### config.mk
export PLATFORM = sky130hd
export DESIGN_NAME = pwm_capture
export DESIGN_NICKNAME = d
export VERILOG_FILES = /design/src/rtl/pwm_capture.sv
export SDC_FILE = /design/constraint.sdc
export NUM_CORES = 1
export LEC_CHECK = 0
export CAP_MARGIN = 10
export CELL_PAD_IN_SITES_DETAIL_PLACEMENT = 0
export CELL_PAD_IN_SITES_GLOBAL_PLACEMENT = 2
export CORE_ASPECT_RATIO = 0.8
export CORE_MARGIN = 10
export CORE_UTILIZATION = 39
export CTS_BUF_LIST = sky130_fd_sc_hd__clkbuf_4 sky130_fd_sc_hd__clkbuf_8
export DETAILED_ROUTE_END_ITERATION = 7
export GPL_TIMING_DRIVEN = 0
export HOLD_SLACK_MARGIN = 0.05
export PLACE_DENSITY = 0.88
export SLEW_MARGIN = 0
export SYNTH_ARGS = -nofsm -noshare
export SYNTH_HDL_FRONTEND = slang
export SYNTH_SLANG_ARGS = --single-unit
### constraint.sdc
create_clock -name clk -period 4.5 [get_ports clk]
set_input_delay 0.9 -clock clk [delete_from_list [all_inputs] [get_ports clk]]
set_output_delay 0.9 -clock clk [all_outputs]
set_load 0.005 [all_outputs]
### src/rtl/pwm_capture.sv
// pwm_capture: multi-channel PWM input capture on the peripheral bus.
// Each channel measures period and high time of its input in clk cycles
// and latches them into readable registers; a level interrupt is raised
// while any channel has a fresh capture with its interrupt enabled.
//
// Ports:
//   clk        system clock
//   rst_n      asynchronous active-low reset
//   mem_addr   bus address; [31:8] block decode, [7:4] channel, [3:0] register
//   mem_wdata  write data
//   mem_we     single-cycle write strobe
//   mem_re     read strobe
//   mem_rdata  combinational read data, 0 when not selected or not reading
//   pwm_in     asynchronous PWM inputs, one per channel
//   irq        registered OR over channels of (VALID & IE)
//
// Register map per channel (offset within the channel's 16-byte window):
//   0x0 CTRL   RW    bit0 EN, bit1 IE
//   0x4 STATUS RW1C  bit0 VALID, bit1 OVF, bit2 OVR
//   0x8 PERIOD RO    last captured period
//   0xC HIGH   RO    last captured high time
module pwm_capture #(
  parameter logic [31:0] CAP_BASE_ADDR = 32'h4000_4000,
  parameter int          CAP_NUM       = 2,
  parameter int          COUNTER_WIDTH = 16
) (
  input  logic               clk,
  input  logic               rst_n,
  input  logic [31:0]        mem_addr,
  input  logic [31:0]        mem_wdata,
  input  logic               mem_we,
  input  logic               mem_re,
  output logic [31:0]        mem_rdata,
  input  logic [CAP_NUM-1:0] pwm_in,
  output logic               irq
);

  localparam logic [4:0]               NUM_CH = 5'(CAP_NUM);
  localparam logic [COUNTER_WIDTH-1:0] ONE    = COUNTER_WIDTH'(1);

  logic [3:0] ch_sel;
  logic [3:0] reg_sel;
  logic       ch_ok;
  logic       wr_ctrl_any;
  logic       wr_stat_any;

  assign ch_sel      = mem_addr[7:4];
  assign reg_sel     = mem_addr[3:0];
  assign ch_ok       = (mem_addr[31:8] == CAP_BASE_ADDR[31:8]) && ({1'b0, ch_sel} < NUM_CH);
  assign wr_ctrl_any = mem_we && ch_ok && (reg_sel == 4'h0);
  assign wr_stat_any = mem_we && ch_ok && (reg_sel == 4'h4);

  logic unused_wdata;
  assign unused_wdata = ^mem_wdata[31:3];

  logic [CAP_NUM-1:0]       en_v;
  logic [CAP_NUM-1:0]       ie_v;
  logic [CAP_NUM-1:0]       valid_v;
  logic [CAP_NUM-1:0]       ovf_v;
  logic [CAP_NUM-1:0]       ovr_v;
  logic [COUNTER_WIDTH-1:0] period_v [CAP_NUM];
  logic [COUNTER_WIDTH-1:0] high_v   [CAP_NUM];

  for (genvar g = 0; g < CAP_NUM; g++) begin : g_ch
    logic                     s1, s2, p;
    logic                     rise, fall;
    logic                     en_q, ie_q, valid_q, ovf_q, ovr_q;
    logic                     armed;
    logic [COUNTER_WIDTH-1:0] cnt, hi_lat, period_q, high_q;
    logic                     hit, wr_ctrl;
    logic [2:0]               clr;
    logic                     capture, sat;

    assign hit     = (ch_sel == 4'(g));
    assign wr_ctrl = wr_ctrl_any && hit;
    assign clr     = (wr_stat_any && hit) ? mem_wdata[2:0] : 3'b000;

    assign rise    = s2 & ~p;
    assign fall    = ~s2 & p;
    // A rise takes priority over saturation, so a rise seen while cnt is
    // all-ones still captures instead of flagging overflow.
    assign capture = en_q & rise & armed;
    assign sat     = en_q & ~rise & armed & (cnt == '1);

    always_ff @(posedge clk or negedge rst_n) begin
      if (!rst_n) begin
        s1       <= 1'b0;
        s2       <= 1'b0;
        p        <= 1'b0;
        en_q     <= 1'b0;
        ie_q     <= 1'b0;
        valid_q  <= 1'b0;
        ovf_q    <= 1'b0;
        ovr_q    <= 1'b0;
        armed    <= 1'b0;
        cnt      <= '0;
        hi_lat   <= '0;
        period_q <= '0;
        high_q   <= '0;
      end else begin
        s1 <= pwm_in[g];
        s2 <= s1;
        p  <= s2;

        if (wr_ctrl) begin
          en_q <= mem_wdata[0];
          ie_q <= mem_wdata[1];
        end

        // hardware set wins over a same-cycle write-1-clear
        valid_q <= (valid_q & ~clr[0]) | capture;
        ovf_q   <= (ovf_q   & ~clr[1]) | sat;
        ovr_q   <= (ovr_q   & ~clr[2]) | (capture & valid_q);

        if (capture) begin
          period_q <= cnt + ONE;
          high_q   <= hi_lat;
        end

        if (!en_q) begin
          cnt    <= '0;
          hi_lat <= '0;
          armed  <= 1'b0;
        end else if (rise) begin
          cnt   <= '0;
          armed <= 1'b1;
        end else if (armed) begin
          if (fall) hi_lat <= cnt + ONE;
          if (sat) begin
            cnt   <= '0;
            armed <= 1'b0;
          end else begin
            cnt <= cnt + ONE;
          end
        end
      end
    end

    assign en_v[g]     = en_q;
    assign ie_v[g]     = ie_q;
    assign valid_v[g]  = valid_q;
    assign ovf_v[g]    = ovf_q;
    assign ovr_v[g]    = ovr_q;
    assign period_v[g] = period_q;
    assign high_v[g]   = high_q;
  end

  always_comb begin
    mem_rdata = '0;
    if (mem_re && ch_ok) begin
      for (int i = 0; i < CAP_NUM; i++) begin
        if (ch_sel == 4'(i)) begin
          case (reg_sel)
            4'h0:    mem_rdata = {30'd0, ie_v[i], en_v[i]};
            4'h4:    mem_rdata = {29'd0, ovr_v[i], ovf_v[i], valid_v[i]};
            4'h8:    mem_rdata = 32'(period_v[i]);
            4'hC:    mem_rdata = 32'(high_v[i]);
            default: mem_rdata = '0;
          endcase
        end
      end
    end
  end

  always_ff @(posedge clk or negedge rst_n) begin
    if (!rst_n) irq <= 1'b0;
    else        irq <= |(valid_v & ie_v);
  end

endmodule
==> results of run 1 <==
path summary, 6_finish.rpt:
check	cells past startpoint	to	startpoint
worst max register to register	8	g_ch[1].cnt[10]$_DFFE_PN0P_	g_ch[1].cnt[0]$_DFFE_PN0P_
worst min-delay path	0	g_ch[0].s2$_DFF_PN0_	g_ch[0].s1$_DFF_PN0_
worst max-delay path	8	mem_rdata[7]	mem_addr[7]
worst min register to register	0	g_ch[0].s2$_DFF_PN0_	g_ch[0].s1$_DFF_PN0_
min in group asynchronous	1	g_ch[0].cnt[9]$_DFFE_PN0P_	rst_n
max in group asynchronous	2	g_ch[1].cnt[0]$_DFFE_PN0P_	rst_n
worst register-to-register path: cells and delay by family, from the launching register on:
| family | cells | cell delay, ps |
|---|---|---|
| buf+inv | 2 | 410 |
| flops | 1 | 470 |
| compound gates | 2 | 200 |
| simple gates | 3 | 980 |
| fa+ha+maj | 1 | 340 |
logic make-up (layout without fill, tap and decap cells):
logic type / Yosys count / count (layout) / share of synthesized area, %
other: 1 / 16 / 0.05322
buffers and inverters: 59 / 146 / 5.007
flip-flops: 147 / 147 / 52.20
XOR/XNOR: 28 / 28 / 3.480
AO/OA/AOI/OAI: 152 / 152 / 12.66
AND/OR/NAND/NOR: 223 / 223 / 15.36
adder cells (fa/ha/maj): 2 / 2 / 0.3551
multiplexers: 68 / 68 / 10.88
cell type report:
type                            count  share of cell area (%)
Clock inverter                      8                   1.178
Inverter                            6                  0.2685
Clock buffer                       24                   3.789
Sequential cell                   147                   43.85
Multi-Input combinational cell    489                   36.80
Tap cell                          225                   3.356
Timing Repair Buffer               55                   6.787
Buffer                             53                   3.968
routing by layer:
layer	GRT usage (%)	part of all wire, %	up-vias
li1	-	-	2545
met1	21.71	49	2700
met2	22.04	42	170
met3	4.353	6.5	23
met4	5.346	1.7	0
met5	0	0	-
where the power goes:
group | switching [mW] | internal [mW] | total (mW) | leakage, nW
registers | 0.00192 | 1.32 | 1.32 | 2.01
clock network | 0.503 | 0.577 | 1.08 | 0.212
logic | 0.0559 | 0.0518 | 0.108 | 1.43
total | 0.561 | 1.95 | 2.51 | 3.65
registers in the layout (all words and copies together) (netlist names):
| register | flops |
|---|---|
| g_ch.armed | 2 |
| g_ch.cnt | 32 |
| g_ch.en_q | 2 |
| g_ch.hi_lat | 32 |
| g_ch.high_q | 32 |
| g_ch.ie_q | 2 |
| g_ch.ovf_q | 2 |
| g_ch.ovr_q | 2 |
| g_ch.p | 2 |
| g_ch.period_q | 32 |
| g_ch.s1 | 2 |
| g_ch.s2 | 2 |
| g_ch.valid_q | 2 |
| irq | 1 |
through the flow:
stage | worst slack (ps) | hold slack [ps]
CTS | 75.31 | 353.7
detailed placement | 84.74 | 337.0
global placement | -3266 | 340.8
finish | 201.9 | 350.8
floorplan | 1458 | 331.2
global route | 39.06 | 357.7
cells in the final DEF, fill, tap and decap left out, types with 18 or more instances in the layout:
| master | instances |
|---|---|
| a31oi_1 | 23 |
| clkbuf_1 | 18 |
| clkbuf_8 | 22 |
| clkdlybuf4s50_1 | 53 |
| dfrtp_1 | 147 |
| mux2_2 | 39 |
| mux2i_1 | 26 |
| nand2_1 | 104 |
| nand3_1 | 20 |
| nor2_1 | 33 |
| o21ai_0 | 85 |
what timing repair did:
item / 4_1_cts / 5_1_grt
endpoints found under the hold margin: 0 / 0
endpoints found under the setup margin: 0 / 11
resized for setup: 0 / 8
hold buffers: 0 / 0
==> results.md, run 1 <==
* Skew final at 10.01 ps
* Ys async rst share at 100.0%
* Finish-stage setup viols at 0
* Most used cell along the critical path: clkdlybuf4s50_1
* GP Congestion at 0.8616
* Post-synth top area cell: dfrtp_1
* Via density at 5.400
* Routed Antenna Nets at 0
* CTS buffer count at 17
* Placed cell count at 975
* Most area-consuming cells after synthesis: dfrtp_1 (52%), mux2_2 (6.2%), o21ai_0 (6.0%)
* WL per Instance at 18.01 um
* Ys Warns at 0
* Placed Instance Area at 7954 um2
* Worst-Skew Late Latency at 460 ps
* Post-synthesis cell type count at 56
* # fillers at 1590
* Critical path buffers and inverters at 3
* Grt ovf at 0
* Initial antenna violation count at 0
* Total Power at 2.513 mW
* Post-layout net count at 841
* Final period utilization at 95.51%
* Worst vdd ir at 0.0001850 V
* # IOs at 103
* CTS sink cnt at 147
* GRT Total Usage at 15.41%
* Post-DP HPWL at 13.09 mm
* Placement row count at 43
* Setup Buffers After CTS at 0
* Synthesized cell area at 7047 um2
* Most common cell in the synthesized netlist: dfrtp_1
* Clk slew on worst S/H paths at 70 ps
* Lkg Pwr at 3.652 nW
* Largest delay share family, worst path: buffers and inverters
* Synth Register Bits at 147
* P per Cell Area at 299.5 nW/um2
* Slowest cell delay on critical path at 530 ps
* Die W at 170.3 um
* CORE AREA at 17540 um2
* Top FF cell, synth: dfrtp_1
* Initial Util at 40.18%
* Antenna diode instance count at 0
* Top cells by count, synth: dfrtp_1 (147), nand2_1 (104), o21ai_0 (85)
* Kind of critical path: in -> out
* Worst-path cell chain: clkdlybuf4s50_1, nor3_4, and3_1, nand3_1, clkbuf_2, o22a_1, nor2_1, clkdlybuf4s50_1
* Worst-Margin Slew at 1098 ps
* I/O Buffers at 54
* H-Tree Depth at 4
* Final core occ at 47.82%
* CP max FO at 10
* HP Class: reg -> reg
* DR iter-0 viols at 384
* Root Driver: clkbuf_8
* Max-Cap Viols at 0
* Multi-input gate area at 3087 um2
* Fmax at 0.2327 GHz
* CP arrival at 3400 ps
* CP Launch Type: primary input
* Die ar. at 23880 um2
* Relative slew slack at 26.64%
* Status: completed
* Register area at 3679 um2
* TritonCTS clock tree: done
* Residual DRC at 0
* Reg2reg setup slack at 1950 ps
* RSZ-0062 raised after global routing: no
* Finished layout cell area at 8388 um2
* Fin crit period at 4298 ps
* First-pass GRT wire length at 29.17 mm
* Setup TNS at 0 ps
* Via count at 5438
* Max-slew violation count at 0
* Crit-path slowest cell: clkdlybuf4s50_1
* Fraction of layout instances using a drive strength above 1 at 15.22%
* Syn Area/Cell at 10.36 um2
* Share of Yosys cell area claimed by the top area cell type at 52.20%
* Router iterations before antenna repair at 5
* Vias in the first global route at 5430
* Largest net degree at the start of global routing at 100
* Die H at 140.2 um
* Fin cells at 1007
* CP endpoint kind: primary output
* Final hold vios at 0
* Sequential share of the synthesized area at 52.20%
* Max Root-Sink Buffers at 2
* Number of synthesized flops with an enable pin at 0
* Req. time, crit path at 3600 ps
* DRT Wirelength at 18.13 mm
* Syn Inst Count at 680
* P&R area growth vs syn at 19.03%
No activity file was read; power rests on OpenSTA's default activity.
==> run 2, diff against run 1 <==
CORE_MARGIN = not set   (was 10)
==> run 2 against run 1 <==
Net effect:
- the run now ends with design-rule violations left
- clock power fell by 15%
- power shrank 6.3%
- critical path depth is the same
- critical endpoint unchanged
- critical path type unchanged
- global-route usage rose by 4.3 points
- highest routed layer unchanged
- combinational power barely moved
==> results.md, run 2 (synthesized netlist as in run 1, its figures left out) <==
* I/O Buffers at 54
* Setup Buffers After CTS at 0
* Die H at 122.2 um
* Met3 wire length at 976 um
* Total length of routed met2 wires at 7.664 mm
* Crit-path slowest cell: clkdlybuf4s50_1
* GP Congestion at 0.8634
* CORE AREA at 17490 um2
* Top sig layer: met4
* GRT Total Usage at 19.69%
* Post-cts resize count at 0
* Hold wc startpoint: g_ch[1].s1$_DFF_PN0_
* Worst-Skew Late Latency at 450 ps
* Total Power at 2.355 mW
* Reg2reg start: g_ch[1].cnt[0]$_DFFE_PN0P_
* Die W at 152.3 um
* Root Driver: clkbuf_8
* CP endpoint kind: primary output
* Finish-stage setup viols at 0
* Hold bufs inserted after CTS at 0
* Skew final at 12.84 ps
* Most used cell along the critical path: clkdlybuf4s50_1
* Initial Util at 40.30%
* Max-slew violation count at 0
* H-Tree Depth at 4
* Final WS setup at 169.4 ps
* Clk slew on worst S/H paths at 70 ps
* CP arrival at 3430 ps
* Placement row count at 43
* Psw at 0.5246 mW
* Slowest cell delay on critical path at 510 ps
* Status: finished with violations
* Via density at 5.405
* Vias in the first global route at 5271
* Relative slew slack at 27.30%
* P&R area growth vs syn at 18.04%
* Sw Share at 22.28%
* Die ar. at 18610 um2
* Max Root-Sink Buffers at 2
* Worst-path cell chain: clkdlybuf4s50_1, nor3_4, and3_1, nand3_1, clkbuf_1, o22a_1, nor2_1, clkdlybuf4s50_1
* Req. time, crit path at 3600 ps
* Largest net degree at the start of global routing at 86
* DR iter-0 viols at 353
* Setup TNS at 0 ps
* Clock share of power at 39.2%
* Largest delay share family, worst path: buffers and inverters
* Max-Cap Viols at 0
* P per Cell Area at 283.1 nW/um2
* Sequential share of power at 56.3%
* Router iterations before antenna repair at 7
* Most frequent cells in the layout: dfrtp_1 (147), nand2_1 (104), o21ai_0 (85)
* WL per Instance at 17.33 um
* Fraction of layout instances using a drive strength above 1 at 14.98%
* Post-layout net count at 841
* Kind of critical path: in -> out
* Failing checks: design-rule violations
* Final core occ at 47.57%
* Critical path buffers and inverters at 3
* RSZ-0062 raised after global routing: no
* CP startpoint: mem_addr[7]
* Worst vdd ir at 0.0001459 V
* Internal power at 1.830 mW
* Commonest non-fill, non-tap cell in the layout: dfrtp_1
* Post-DP HPWL at 12.53 mm
* CTS buffer count at 17
* TritonCTS clock tree: done
* Setup WS pre-CTS at 66.70 ps
* Residual DRC at 12
* Fmax at 0.2309 GHz
* Lkg Pwr at 3.625 nW
* Placed Instance Area at 7954 um2
* Fin crit period at 4331 ps
* Grt ovf at 0
* # fillers at 1597
* First-pass GRT wire length at 28.15 mm
* Routed Antenna Nets at 0
* Via count at 5437
* Initial antenna violation count at 0
* Final hold vios at 0
* Antenna diode instance count at 0
* CP max FO at 10
* CTS sink cnt at 147
* # IOs at 103
* Final period utilization at 96.23%
* Finished layout cell area at 8318 um2
* DRT Wirelength at 17.44 mm
* Comb power frac at 4.6%
* Worst-Margin Slew at 1088 ps
* Post-Route M1 WL at 8.598 mm
* HP Class: reg -> reg
* CP Launch Type: primary input
==> run 2: cell count changes in the layout (fill, tap and decap cells not counted), sizes merged <==
cell	change
bufinv	-2
clkbuf	+2
clkinvlp	-1
==> run 2: worst reg2reg max path, cell delays in order, from the launching register on <==
cell	delay [ps]
dfrtp_1	480
ha_1	320
nand4_1	260
nor4_2	560
nor3_1	170
buf_2	240
buf_6	170
a21oi_1	130
a31oi_1	50
==> run 2: worst paths after layout <==
check	end	slack [ps]	cells past startpoint
worst min-delay path	g_ch[1].s2$_DFF_PN0_	360	0
worst max register to register	g_ch[1].cnt[9]$_DFFE_PN0P_	1980	8
worst max-delay path	mem_rdata[7]	170	8
worst min register to register	g_ch[1].s2$_DFF_PN0_	360	0
min in group asynchronous	g_ch[0].cnt[12]$_DFFE_PN0P_	440	1
max in group asynchronous	g_ch[1].period_q[3]$_DFFE_PN0P_	3250	2
==> run 2: metal layers <==
layer / vias to the layer above / GRT usage, %
li1: 2558 / -
met2: 150 / 29.38
met1: 2712 / 28.10
met4: 0 / 6.314
met5: - / 0
met3: 17 / 4.944
==> run 2: stage by stage <==
stage	hold slack, ps	instances
finish	356.0	1006
global route	365.6	1006
CTS	359.7	1006
detailed placement	345.8	975
global placement	338.0	974
floorplan	331.2	695
==> run 2: layout make-up <==
cell class / count / area, um2 / area share (%)
Inverter: 6 / 22.52 / 0.2708
Multi-Input combinational cell: 489 / 3087 / 37.11
Clock buffer: 26 / 320.3 / 3.851
Clock inverter: 5 / 27.53 / 0.3309
Sequential cell: 147 / 3679 / 44.22
Timing Repair Buffer: 55 / 569.3 / 6.844
Buffer: 53 / 331.6 / 3.986
Tap cell: 225 / 281.5 / 3.384
==> run 2: power groups by stage <==
stage	Clock [mW]	Combinational, mW	Sequential (mW)
final	0.922	0.107	1.32
after global routing	1.01	0.117	1.32
after CTS	0.949	0.108	1.32
after detailed placement	0	0.107	1.35
after global placement	0	0.103	1.35
after floorplan	0	0.0373	1.35
